$ cat src/rtl/mem_access_pkg.sv
// +-----------------------------------------------------------------------------
// | mem_access_pkg : shared core defines (DATA_BUS, mem_op, excp codes) plus
// | the mem_access FSM state type and op-class helpers.     Rev 1.0
// +-----------------------------------------------------------------------------
`default_nettype none

`ifndef CORE_DEFINES_SVH
`define CORE_DEFINES_SVH
`define DATA_BUS            31:0
`define MEM_OP_NONE         4'd0
`define MEM_OP_LB           4'd1
`define MEM_OP_LBU          4'd2
`define MEM_OP_LH           4'd3
`define MEM_OP_LHU          4'd4
`define MEM_OP_LW           4'd5
`define MEM_OP_SB           4'd6
`define MEM_OP_SH           4'd7
`define MEM_OP_SW           4'd8
`define EXCP_LOAD_MISALIGN  2'd1
`define EXCP_STORE_MISALIGN 2'd2
`define EXCP_BUS_ERR        2'd3
`endif

package mem_access_pkg;

  typedef enum logic [1:0] {
    ST_IDLE = 2'd0,
    ST_REQ  = 2'd1,
    ST_WAIT = 2'd2,
    ST_DONE = 2'd3
  } state_t;

  function automatic logic is_load(input logic [3:0] op);
    return op inside {`MEM_OP_LB, `MEM_OP_LBU, `MEM_OP_LH, `MEM_OP_LHU, `MEM_OP_LW};
  endfunction

  function automatic logic is_store(input logic [3:0] op);
    return op inside {`MEM_OP_SB, `MEM_OP_SH, `MEM_OP_SW};
  endfunction

  function automatic logic is_misaligned(input logic [3:0] op, input logic [1:0] off);
    case (op)
      `MEM_OP_LH, `MEM_OP_LHU, `MEM_OP_SH: return off[0];
      `MEM_OP_LW, `MEM_OP_SW:              return off != 2'b00;
      default:                             return 1'b0;
    endcase
  endfunction

endpackage

`default_nettype wire

$ cat src/rtl/mem_access_align.sv
// +-----------------------------------------------------------------------------
// | mem_align : combinational lane logic - byte enables, store replication and
// | load lane extraction with sign/zero extension.          Rev 1.0
// +-----------------------------------------------------------------------------
`default_nettype none

module mem_align (
  input  logic [3:0]       i_req_op,
  input  logic [1:0]       i_req_off,
  input  logic [`DATA_BUS] i_store_data,
  output logic [3:0]       o_be,
  output logic [`DATA_BUS] o_wdata,
  input  logic [3:0]       i_rsp_op,
  input  logic [1:0]       i_rsp_off,
  input  logic [`DATA_BUS] i_rdata,
  output logic [`DATA_BUS] o_load_data
);

  logic [7:0]  w_byte;
  logic [15:0] w_half;

  always_comb begin
    o_be    = 4'b1111;
    o_wdata = i_store_data;
    case (i_req_op)
      `MEM_OP_SB: begin
        o_be    = 4'b0001 << i_req_off;
        o_wdata = {4{i_store_data[7:0]}};
      end
      `MEM_OP_SH: begin
        o_be    = 4'b0011 << {i_req_off[1], 1'b0};
        o_wdata = {2{i_store_data[15:0]}};
      end
      default: ;
    endcase
  end

  always_comb begin
    case (i_rsp_off)
      2'd0:    w_byte = i_rdata[7:0];
      2'd1:    w_byte = i_rdata[15:8];
      2'd2:    w_byte = i_rdata[23:16];
      default: w_byte = i_rdata[31:24];
    endcase
    w_half = i_rsp_off[1] ? i_rdata[31:16] : i_rdata[15:0];
    case (i_rsp_op)
      `MEM_OP_LB:  o_load_data = {{24{w_byte[7]}}, w_byte};
      `MEM_OP_LBU: o_load_data = {24'd0, w_byte};
      `MEM_OP_LH:  o_load_data = {{16{w_half[15]}}, w_half};
      `MEM_OP_LHU: o_load_data = {16'd0, w_half};
      default:     o_load_data = i_rdata;
    endcase
  end

endmodule

`default_nettype wire

$ cat src/rtl/mem_access.sv
// +-----------------------------------------------------------------------------
// | mem_access : MEM stage - drives the data bus for loads/stores and returns
// | results to WB. Define MEM_ALIGN_CHECK_EN to trap misaligned accesses.  Rev 1.0
// +-----------------------------------------------------------------------------
`default_nettype none

module mem_access
  import mem_access_pkg::*;
#(
  parameter int TIMEOUT = 255
) (
  input  logic             clk,
  input  logic             rst_n,
  input  logic             ex_valid,
  output logic             ex_ready,
  input  logic [3:0]       ex_mem_op,
  input  logic [`DATA_BUS] ex_result,
  input  logic [`DATA_BUS] ex_store_data,
  input  logic             ex_wb_en,
  input  logic [4:0]       ex_wb_reg,
  input  logic             flush,
  output logic             dbus_req,
  output logic             dbus_we,
  output logic [`DATA_BUS] dbus_addr,
  output logic [3:0]       dbus_be,
  output logic [`DATA_BUS] dbus_wdata,
  input  logic             dbus_gnt,
  input  logic             dbus_rvalid,
  input  logic [`DATA_BUS] dbus_rdata,
  output logic             wb_valid,
  output logic             wb_en,
  output logic [4:0]       wb_reg,
  output logic [`DATA_BUS] wb_data,
  output logic             excp_valid,
  output logic [1:0]       excp_code,
  output logic [`DATA_BUS] excp_badvaddr
);

  localparam int c_CNT_W = $clog2(TIMEOUT + 1);

  state_t             r_state;
  logic               r_drain;
  logic [c_CNT_W-1:0] r_cnt;
  logic [3:0]         r_op;
  logic [`DATA_BUS]   r_addr;
  logic               r_wb_valid;

  logic [3:0]         w_be;
  logic [`DATA_BUS]   w_wdata;
  logic [`DATA_BUS]   w_load_data;
  logic               w_accept;
  logic               w_timeout;
  logic               w_misalign;

  mem_align u_align (
    .i_req_op     (ex_mem_op),
    .i_req_off    (ex_result[1:0]),
    .i_store_data (ex_store_data),
    .o_be         (w_be),
    .o_wdata      (w_wdata),
    .i_rsp_op     (r_op),
    .i_rsp_off    (r_addr[1:0]),
    .i_rdata      (dbus_rdata),
    .o_load_data  (w_load_data)
  );

  assign ex_ready  = (r_state == ST_IDLE) || (r_state == ST_DONE);
  assign w_accept  = ex_valid && ex_ready && !flush;
  assign w_timeout = (r_cnt == c_CNT_W'(TIMEOUT - 1));
  // The DONE pulse is already registered; a flush in that cycle masks it.
  assign wb_valid  = r_wb_valid && !flush;

`ifdef MEM_ALIGN_CHECK_EN
  assign w_misalign = is_misaligned(ex_mem_op, ex_result[1:0]);
`else
  assign w_misalign = 1'b0;
`endif

  always_ff @(posedge clk or negedge rst_n) begin
    if (!rst_n) begin
      r_state       <= ST_IDLE;
      r_drain       <= 1'b0;
      r_cnt         <= '0;
      r_op          <= `MEM_OP_NONE;
      r_addr        <= '0;
      r_wb_valid    <= 1'b0;
      dbus_req      <= 1'b0;
      dbus_we       <= 1'b0;
      dbus_addr     <= '0;
      dbus_be       <= 4'b0000;
      dbus_wdata    <= '0;
      wb_en         <= 1'b0;
      wb_reg        <= 5'd0;
      wb_data       <= '0;
      excp_valid    <= 1'b0;
      excp_code     <= 2'd0;
      excp_badvaddr <= '0;
    end else begin
      r_wb_valid <= 1'b0;
      excp_valid <= 1'b0;
      case (r_state)
        ST_IDLE, ST_DONE: begin
          r_state <= ST_IDLE;
          if (w_accept) begin
            r_op   <= ex_mem_op;
            r_addr <= ex_result;
            r_cnt  <= '0;
            wb_reg <= ex_wb_reg;
            if (ex_mem_op == `MEM_OP_NONE) begin
              wb_data    <= ex_result;
              wb_en      <= ex_wb_en;
              r_wb_valid <= 1'b1;
              r_state    <= ST_DONE;
            end else if (w_misalign) begin
              excp_valid    <= 1'b1;
              excp_code     <= is_load(ex_mem_op) ? `EXCP_LOAD_MISALIGN : `EXCP_STORE_MISALIGN;
              excp_badvaddr <= ex_result;
            end else begin
              r_state    <= ST_REQ;
              dbus_req   <= 1'b1;
              dbus_we    <= is_store(ex_mem_op);
              dbus_addr  <= {ex_result[31:2], 2'b00};
              dbus_be    <= w_be;
              dbus_wdata <= w_wdata;
              wb_en      <= ex_wb_en && is_load(ex_mem_op);
            end
          end
        end

        ST_REQ: begin
          r_cnt <= r_cnt + 1'b1;
          if (dbus_gnt) begin
            dbus_req <= 1'b0;
            if (!is_load(r_op)) begin
              r_wb_valid <= !flush;
              r_state    <= flush ? ST_IDLE : ST_DONE;
            end else if (dbus_rvalid) begin
              wb_data    <= w_load_data;
              r_wb_valid <= !flush;
              r_state    <= flush ? ST_IDLE : ST_DONE;
            end else begin
              r_drain <= flush;
              r_state <= ST_WAIT;
            end
          end else if (flush) begin
            dbus_req <= 1'b0;
            r_state  <= ST_IDLE;
          end else if (w_timeout) begin
            dbus_req      <= 1'b0;
            excp_valid    <= 1'b1;
            excp_code     <= `EXCP_BUS_ERR;
            excp_badvaddr <= r_addr;
            r_state       <= ST_IDLE;
          end
        end

        ST_WAIT: begin
          r_cnt <= r_cnt + 1'b1;
          if (dbus_rvalid) begin
            r_drain <= 1'b0;
            if (r_drain || flush) begin
              r_state <= ST_IDLE;
            end else begin
              wb_data    <= w_load_data;
              r_wb_valid <= 1'b1;
              r_state    <= ST_DONE;
            end
          end else if (w_timeout) begin
            // A flushed load that never returns data is not reported.
            r_drain <= 1'b0;
            r_state <= ST_IDLE;
            if (!r_drain && !flush) begin
              excp_valid    <= 1'b1;
              excp_code     <= `EXCP_BUS_ERR;
              excp_badvaddr <= r_addr;
            end
          end else if (flush) begin
            r_drain <= 1'b1;
          end
        end

        default: r_state <= ST_IDLE;
      endcase
    end
  end

endmodule

`default_nettype wire

$ cat config.mk
export PLATFORM = sky130hd
export DESIGN_NAME = mem_access
export DESIGN_NICKNAME = d
export VERILOG_FILES = /design/src/rtl/mem_access_pkg.sv /design/src/rtl/mem_access_align.sv /design/src/rtl/mem_access.sv
export SDC_FILE = /design/constraint.sdc
export NUM_CORES = 1
export LEC_CHECK = 0
export BUFFER_PORTS_ARGS = -buffer_cell sky130_fd_sc_hd__buf_2
export CAP_MARGIN = 10
export CORE_ASPECT_RATIO = 0.75
export CORE_MARGIN = 2
export CORE_UTILIZATION = 40
export DETAILED_ROUTE_END_ITERATION = 6
export MAX_ROUTING_LAYER = met4
export SLEW_MARGIN = 10
export SYNTH_ARGS = -nofsm -noshare
export SYNTH_HDL_FRONTEND = slang
export SYNTH_HIERARCHICAL = 1
export SYNTH_SLANG_ARGS = --single-unit
$ cat constraint.sdc
create_clock -name clk -period 2.5 [get_ports clk]
set_input_delay 0.125 -clock clk [delete_from_list [all_inputs] [get_ports clk]]
set_output_delay 0.125 -clock clk [all_outputs]
set_load 0.02 [all_outputs]
== Word level (Yosys, flattened, before mapping) ==
Cells that the tools add are included.
W data, S select, Z words.
Word-level totals
  RAM bits: 0
  bits in read-only memories: 0
  output and inout bits: 145
  register bits after elaboration: 189
  bits of input ports: 112
  memories kept: 0
  bits in latches: 0
Operators by class
  shifts and indexed selects: 2
  eq/ne operators: 36
  add/subtract/negate cells: 1
  multipliers: 0
  reductions and logical operators: 25
  bitwise gates (word level): 2
  multiplexer cells: 69
  magnitude comparators: 0
  divide/modulo/power cells: 0
Operators with widths (number)
  $mux W32: 13
  $pmux W32 S2: 2
  $pmux W32 S4: 1
  $pmux W32 S3: 1
  $mux W2: 16
  $ne A2 B2 Y1 const B: 15
  $mux W1: 25
  $eq A4 B3 Y1 const B: 6
  $pmux W8 S3: 1
  $eq A4 B2 Y1 const B: 4
  $mux W16: 1
  $pmux W8 S2: 1
  $reduce_and A7 Y1: 2
  $reduce_bool A5 Y1: 2
  $add A8 B1 Y8 const B: 1
  $eq A4 B1 Y1 const B: 2
  $eq A8 B8 Y1 const B: 1
  $mux W8: 1
  $ne A4 B4 Y1 const B: 2
  $pmux W4 S2: 1
  $eq A2 B2 Y1 const B: 3
  $pmux W1 S3: 2
  $pmux W2 S3: 1
  $logic_and A1 B1 Y1: 5
  other kinds (18): 26

== Depth between registers and ports, before layout ==
  word-level depth: 7
  gate-level depth with buffers: 8
  depth with buffers taken out: 6

== Modules after synthesis ==
Netlist, hierarchy kept.
Modules (own cells, without submodules)
  mem_access: cells each 601, instances 1, area each 7768.7 µm²
  mem_align: cells each 214, instances 1, area each 1365.1 µm²

== Worst setup path after synthesis ==
OpenSTA, ideal clock, no wires.
  path type: register -> register
  from: reg r_state[1]
  to: reg wb_data[10]
  arrival: 2.239 ns
  required time: 2.373 ns
  stages on the path, launching flop included: 6
  setup time: 0.127 ns
  setup slack: 0.134 ns
  buffers on the path: 2
  path through: dfrtp_1 > ha_1 > clkbuf_1 > clkbuf_1 > mux2_2 > mux2_1
On the way
  cells in the longest elaborated chain, start to end: 6
  elaborated cells on any way between the ends: 17
  those cells by class: eq/ne: 10; mux: 1; reduce/logical: 6
RTL lines
  start: declaration: line mem_access.sv:41  | state_t r_state;
  start signal: assignment: line mem_access.sv:136  | r_state <= flush ? ST_IDLE : ST_DONE;
  start signal: assignment: line mem_access.sv:140  | r_state <= flush ? ST_IDLE : ST_DONE;
  $eq A2 B2 Y1 or $logic_not A2 Y1 (tied branches): line mem_access.sv:67  | assign ex_ready = (r_state == ST_IDLE) || (r_state == ST_DONE);
  $logic_or A1 B1 Y1 *: line mem_access.sv:67
  net ex_ready: line mem_access.sv:15  | output logic ex_ready,
  $logic_and A1 B1 Y1 * (2 in a row): line mem_access.sv:68  | assign w_accept = ex_valid && ex_ready && !flush;
  $ne A2 B2 Y1 (no source line) *
  $reduce_and A7 Y1 (no source line) *
  end signal: assignment: line mem_access.sv:110  | wb_data <= ex_result;
  end signal: assignment: line mem_access.sv:138  | wb_data <= w_load_data;
  end signal: assignment: line mem_access.sv:164  | wb_data <= w_load_data;
  end: declaration: line mem_access.sv:33  | output logic [`DATA_BUS] wb_data,
Mark *: on every way through the listed nets, which the timed path passes. The rest lies on a longest branch.
A chain may end at the register's enable or synchronous reset.

== Worst setup path after layout ==
  from: reg r_op[1]
  to: reg wb_data[6]
On the way
  cells in the longest elaborated chain, start to end: 6
  elaborated cells on any way between the ends: 15
  those cells by class: eq/ne: 6; mux: 7; reduce/logical: 2
RTL lines
  start: declaration: line mem_access.sv:44  | logic [3:0] r_op;
  start signal: assignment: line mem_access.sv:84  | r_op <= `MEM_OP_NONE;
  start signal: assignment: line mem_access.sv:105  | r_op <= ex_mem_op;
  $eq A4 B3 Y1, or another cell as far along: line mem_access_align.sv:46  | case (i_rsp_op)
  $pmux W32 S4 *: line mem_access_align.sv:46
  net w_load_data[6]: line mem_access.sv:50  | logic [`DATA_BUS] w_load_data;
  $mux W32: line mem_access.sv:137  | end else if (dbus_rvalid) begin
  $mux W32: line mem_access.sv:134  | if (!is_load(r_op)) begin
  $mux W32: line mem_access.sv:132  | if (dbus_gnt) begin
  $pmux W32 S3 *: line mem_access.sv:101  | case (r_state)
Mark *: on every way through the listed nets, which the timed path passes. The rest lies on a longest branch. The select of a mux whose other input is x is not followed.

==> results.toml <==
[status]
status = "completed"

[critical_path]
worstReg2RegEnd = "wb_data[6]"
required_ns = 2.81
end_kind = "flop"
arrival_ns = 2.68
reg2regPathDepth = 6
crit_fanout = 10
reg2reg_slack_ns = 0.13
crit_type = "reg2reg"
critPathLaunchType = "flop"
r2r_start = "r_op[1]"

[clock_tree]
tritoncts = "built"
cts-root-buf = "clkbuf_16"
numCtsBuffers = 17
clockBufferDepth = 2
cts_sinks = 188
path_clk_slew_ns = 0.07
htree_levels = 4
clock_latency_ns = 0.43

[sta]
skew_ns = 0.0171
hold_viol_final = 0
fin_tns_setup_ns = 0
max_freq_mhz = 421
whs_ns = 0.0224
slew_viol_final = 0
tightest_slew_ns = 0.651
maxSlewHeadroom_pct = 56.6
setup_viol = 0
rsz0062_at_grt = "false"
period_minus_slack_ns = 2.37
post-route-period-util_pct = 94.9

[cells_and_area]
diodes = 0
area_growth_syn_to_layout_pct = 29.7
final_nets = 1226
final_layout_size_suffix_gt1_share_pct = 44.1
nFillCells = 1988

[synthesis]
synth_cells = 815
yosysSeqAreaShare_pct = 51.5
ys_types = 55
synth_top_cell_area_share_pct = 51.5
syn_area_per_cell_um2 = 11.2
netlist_area_um2 = 9130
synthMuxAreaShare_pct = 23.2
synthArstFlopShare_pct = 100
ys_warn_count = 6
yosys_register_bits = 188
synth-simple-area-share_pct = 11.9
synth_area_leader_cell = "dfrtp_1"
synth_xor_area_share_pct = 0.192
yosys.area_share.adder_pct = 0.548
synth_edf_count = 0
ys.flop_type = "dfrtp_1"
synth_top_family_by_area = "multiplexers"
synthTopCellsByArea = "dfrtp_1 (52%), mux2_2 (19%), nand2_1 (7.4%), mux2i_1 (2.1%), mux2_1 (1.7%)"
synth_compound_area_share_pct = 8.16

[hold_path]
holdPathEnd = "dbus_wdata[18]"
min_path_cells = 4
hold_class = "in2reg"
hold_start = "ex_store_data[18]"

[global_route]
grt_pass1_vias = 7099
grt_first_pass_wirelength_um = 39700
grt_usage_pct = 22.2
gr-total-overflow = 0
antenna_found_initial = 0
grt_max_degree = 68

[power]
switching_power_mw = 4.15
swShare_pct = 37.2
power_density_nw_per_um2 = 942
pwr-share-seq_pct = 39.6
power_frac_comb_pct = 36.0
worst_ir_drop_vdd_mv = 0.496
p_int_mw = 7.01
p_leak_nw = 5.74
p_clk_share_pct = 24.4

[die]
die_h_um = 135
core_um2 = 22200
placementRows = 47
initial_core_util_pct = 41.1
die-area_um2 = 24100
ios = 257
die_w_um = 178

[flow_run]
maxCapViolCount = 0

[detailed_routing]
drt_first_pass_iters = 6
ant_nets = 0
drc_errors = 0
drt_iter0_drc = 518
viasPerCell = 5.08
dr_total_vias = 7193
routed_wirelength_um = 25700
wl_per_cell_um = 18.2

[placed_design]
hpwl_um = 18200
port_buffers = 254
place.gp.congestion = 0.896
[layout by cell type, fill, tap and decap left out, types with 14 or more instances in the layout]
cell type,instances
buf_2,253
nand2_1,180
dfrtp_1,188
mux2_1,14
mux2_2,157
a21oi_1,26
buf_4,22
clkbuf_16,17
mux2i_1,19
inv_1,21
nor2_1,17
dlygate4sd3_1,50
o21ai_0,19
[layer usage]
| metal | vias to the layer above | wire (um) | GRT usage (%) |
|---|---|---|---|
| li1 | 3419 | - | - |
| met1 | 3528 | 12200 | 31.4 |
| met2 | 220 | 11600 | 32.8 |
| met3 | 26 | 1580 | 4.48 |
| met4 | 0 | 337 | 5.19 |
| met5 | - | 0 | - |
[cell families after synthesis]
| kind of cell | Yosys count |
|---|---|
| AND/OR/NAND/NOR | 250 |
| multiplexers | 190 |
| flip-flops | 188 |
| AO/OA/AOI/OAI | 100 |
| buffers and inverters | 80 |
| adder cells (fa/ha/maj) | 4 |
| XOR/XNOR | 2 |
| other | 1 |
[how the worst max path moves through the flow]
stage          cells past startpoint  slack [ns]          end        from
3_5_place_dp                       6        0.08   wb_data[6]     r_op[1]
5_1_grt                            6        0.04   wb_data[6]     r_op[1]
6_report                           6        0.13   wb_data[6]     r_op[1]
3_3_place_gp                       6        0.12   wb_data[6]     r_op[1]
4_1_cts                            6        0.08   wb_data[6]     r_op[1]
2_1_floorplan                      5        0.13  wb_data[10]  r_state[1]
[per-stage QoR]
stage          instances  total power, mW  instance area (um2)  util (%)  setup slack [ns]
2_1_floorplan        816             6.92                 9140         -             0.134
3_3_place_gp        1335             8.37                10800      48.4             0.118
3_5_place_dp        1335             8.43                10800      48.4            0.0806
4_1_cts             1416             11.3                11800      53.2            0.0816
5_1_grt             1416             11.8                11800      53.3            0.0428
6_report            1416             11.2                11800      53.3             0.127
[critical path, stage by stage, from the launching register on]
cell and delay, ns:
dfrtp_1 0.56, nor2_1 0.15, or3_1 0.37, a31oi_4 0.32, o221ai_1 0.28, mux2_2 0.33
mux2_2 0.26
[Yosys cell counts (2+ instances only)]
cell type / count
buf_6: 5
inv_1: 21
nor3b_1: 2
nand2_1: 180
nor2b_1: 3
mux2_2: 157
o22ai_1: 2
nor3_1: 6
o21ai_0: 19
nand3_1: 10
and3_1: 3
o221ai_1: 8
nand4b_1: 4
buf_4: 14
nand4_1: 3
mux2_1: 14
o211ai_1: 2
nor2_1: 18
a211o_1: 2
a21oi_1: 26
or2_2: 2
a211oi_1: 2
mux2i_1: 19
clkinv_1: 2
dfrtp_1: 188
buf_2: 15
nand3b_1: 6
o32a_1: 7
a21o_1: 5
and3b_1: 2
xor2_1: 2
or3_1: 2
ha_1: 4
nand2b_1: 3
nor4_1: 2
a21o_2: 12
clkbuf_1: 23
o41ai_1: 3
[power by group through the flow]
stage               clock network [mW]  logic [mW]  registers (mW)
global route                      2.92        4.31            4.54
floorplan                            0        1.55            5.37
detailed placement                   0        3.96            4.47
global placement                     0        3.93            4.44
CTS                               2.80        4.04            4.42
finish                            2.72        4.02            4.42
[what timing repair did]
| action | in CTS | in global routing |
|---|---|---|
| resized for setup | 0 | 1 |
| endpoints found under the setup margin | 0 | 1 |
| hold buffers | 50 | 0 |
| setup buffers | 0 | 0 |
| endpoints found under the hold margin | 140 | 0 |
[area by class of cell]
type                       count  area, um2  area share, %
clock buffer                  17        425           3.59
clock inverter                14        150           1.27
inverter                      23       86.3          0.729
multi-input combinational    548       4040           34.1
sequential                   188       4700           39.7
tap                          294        368           3.11
timing repair buffer         332       2070           17.4
Note: power is estimated with default switching activity, not from simulation.
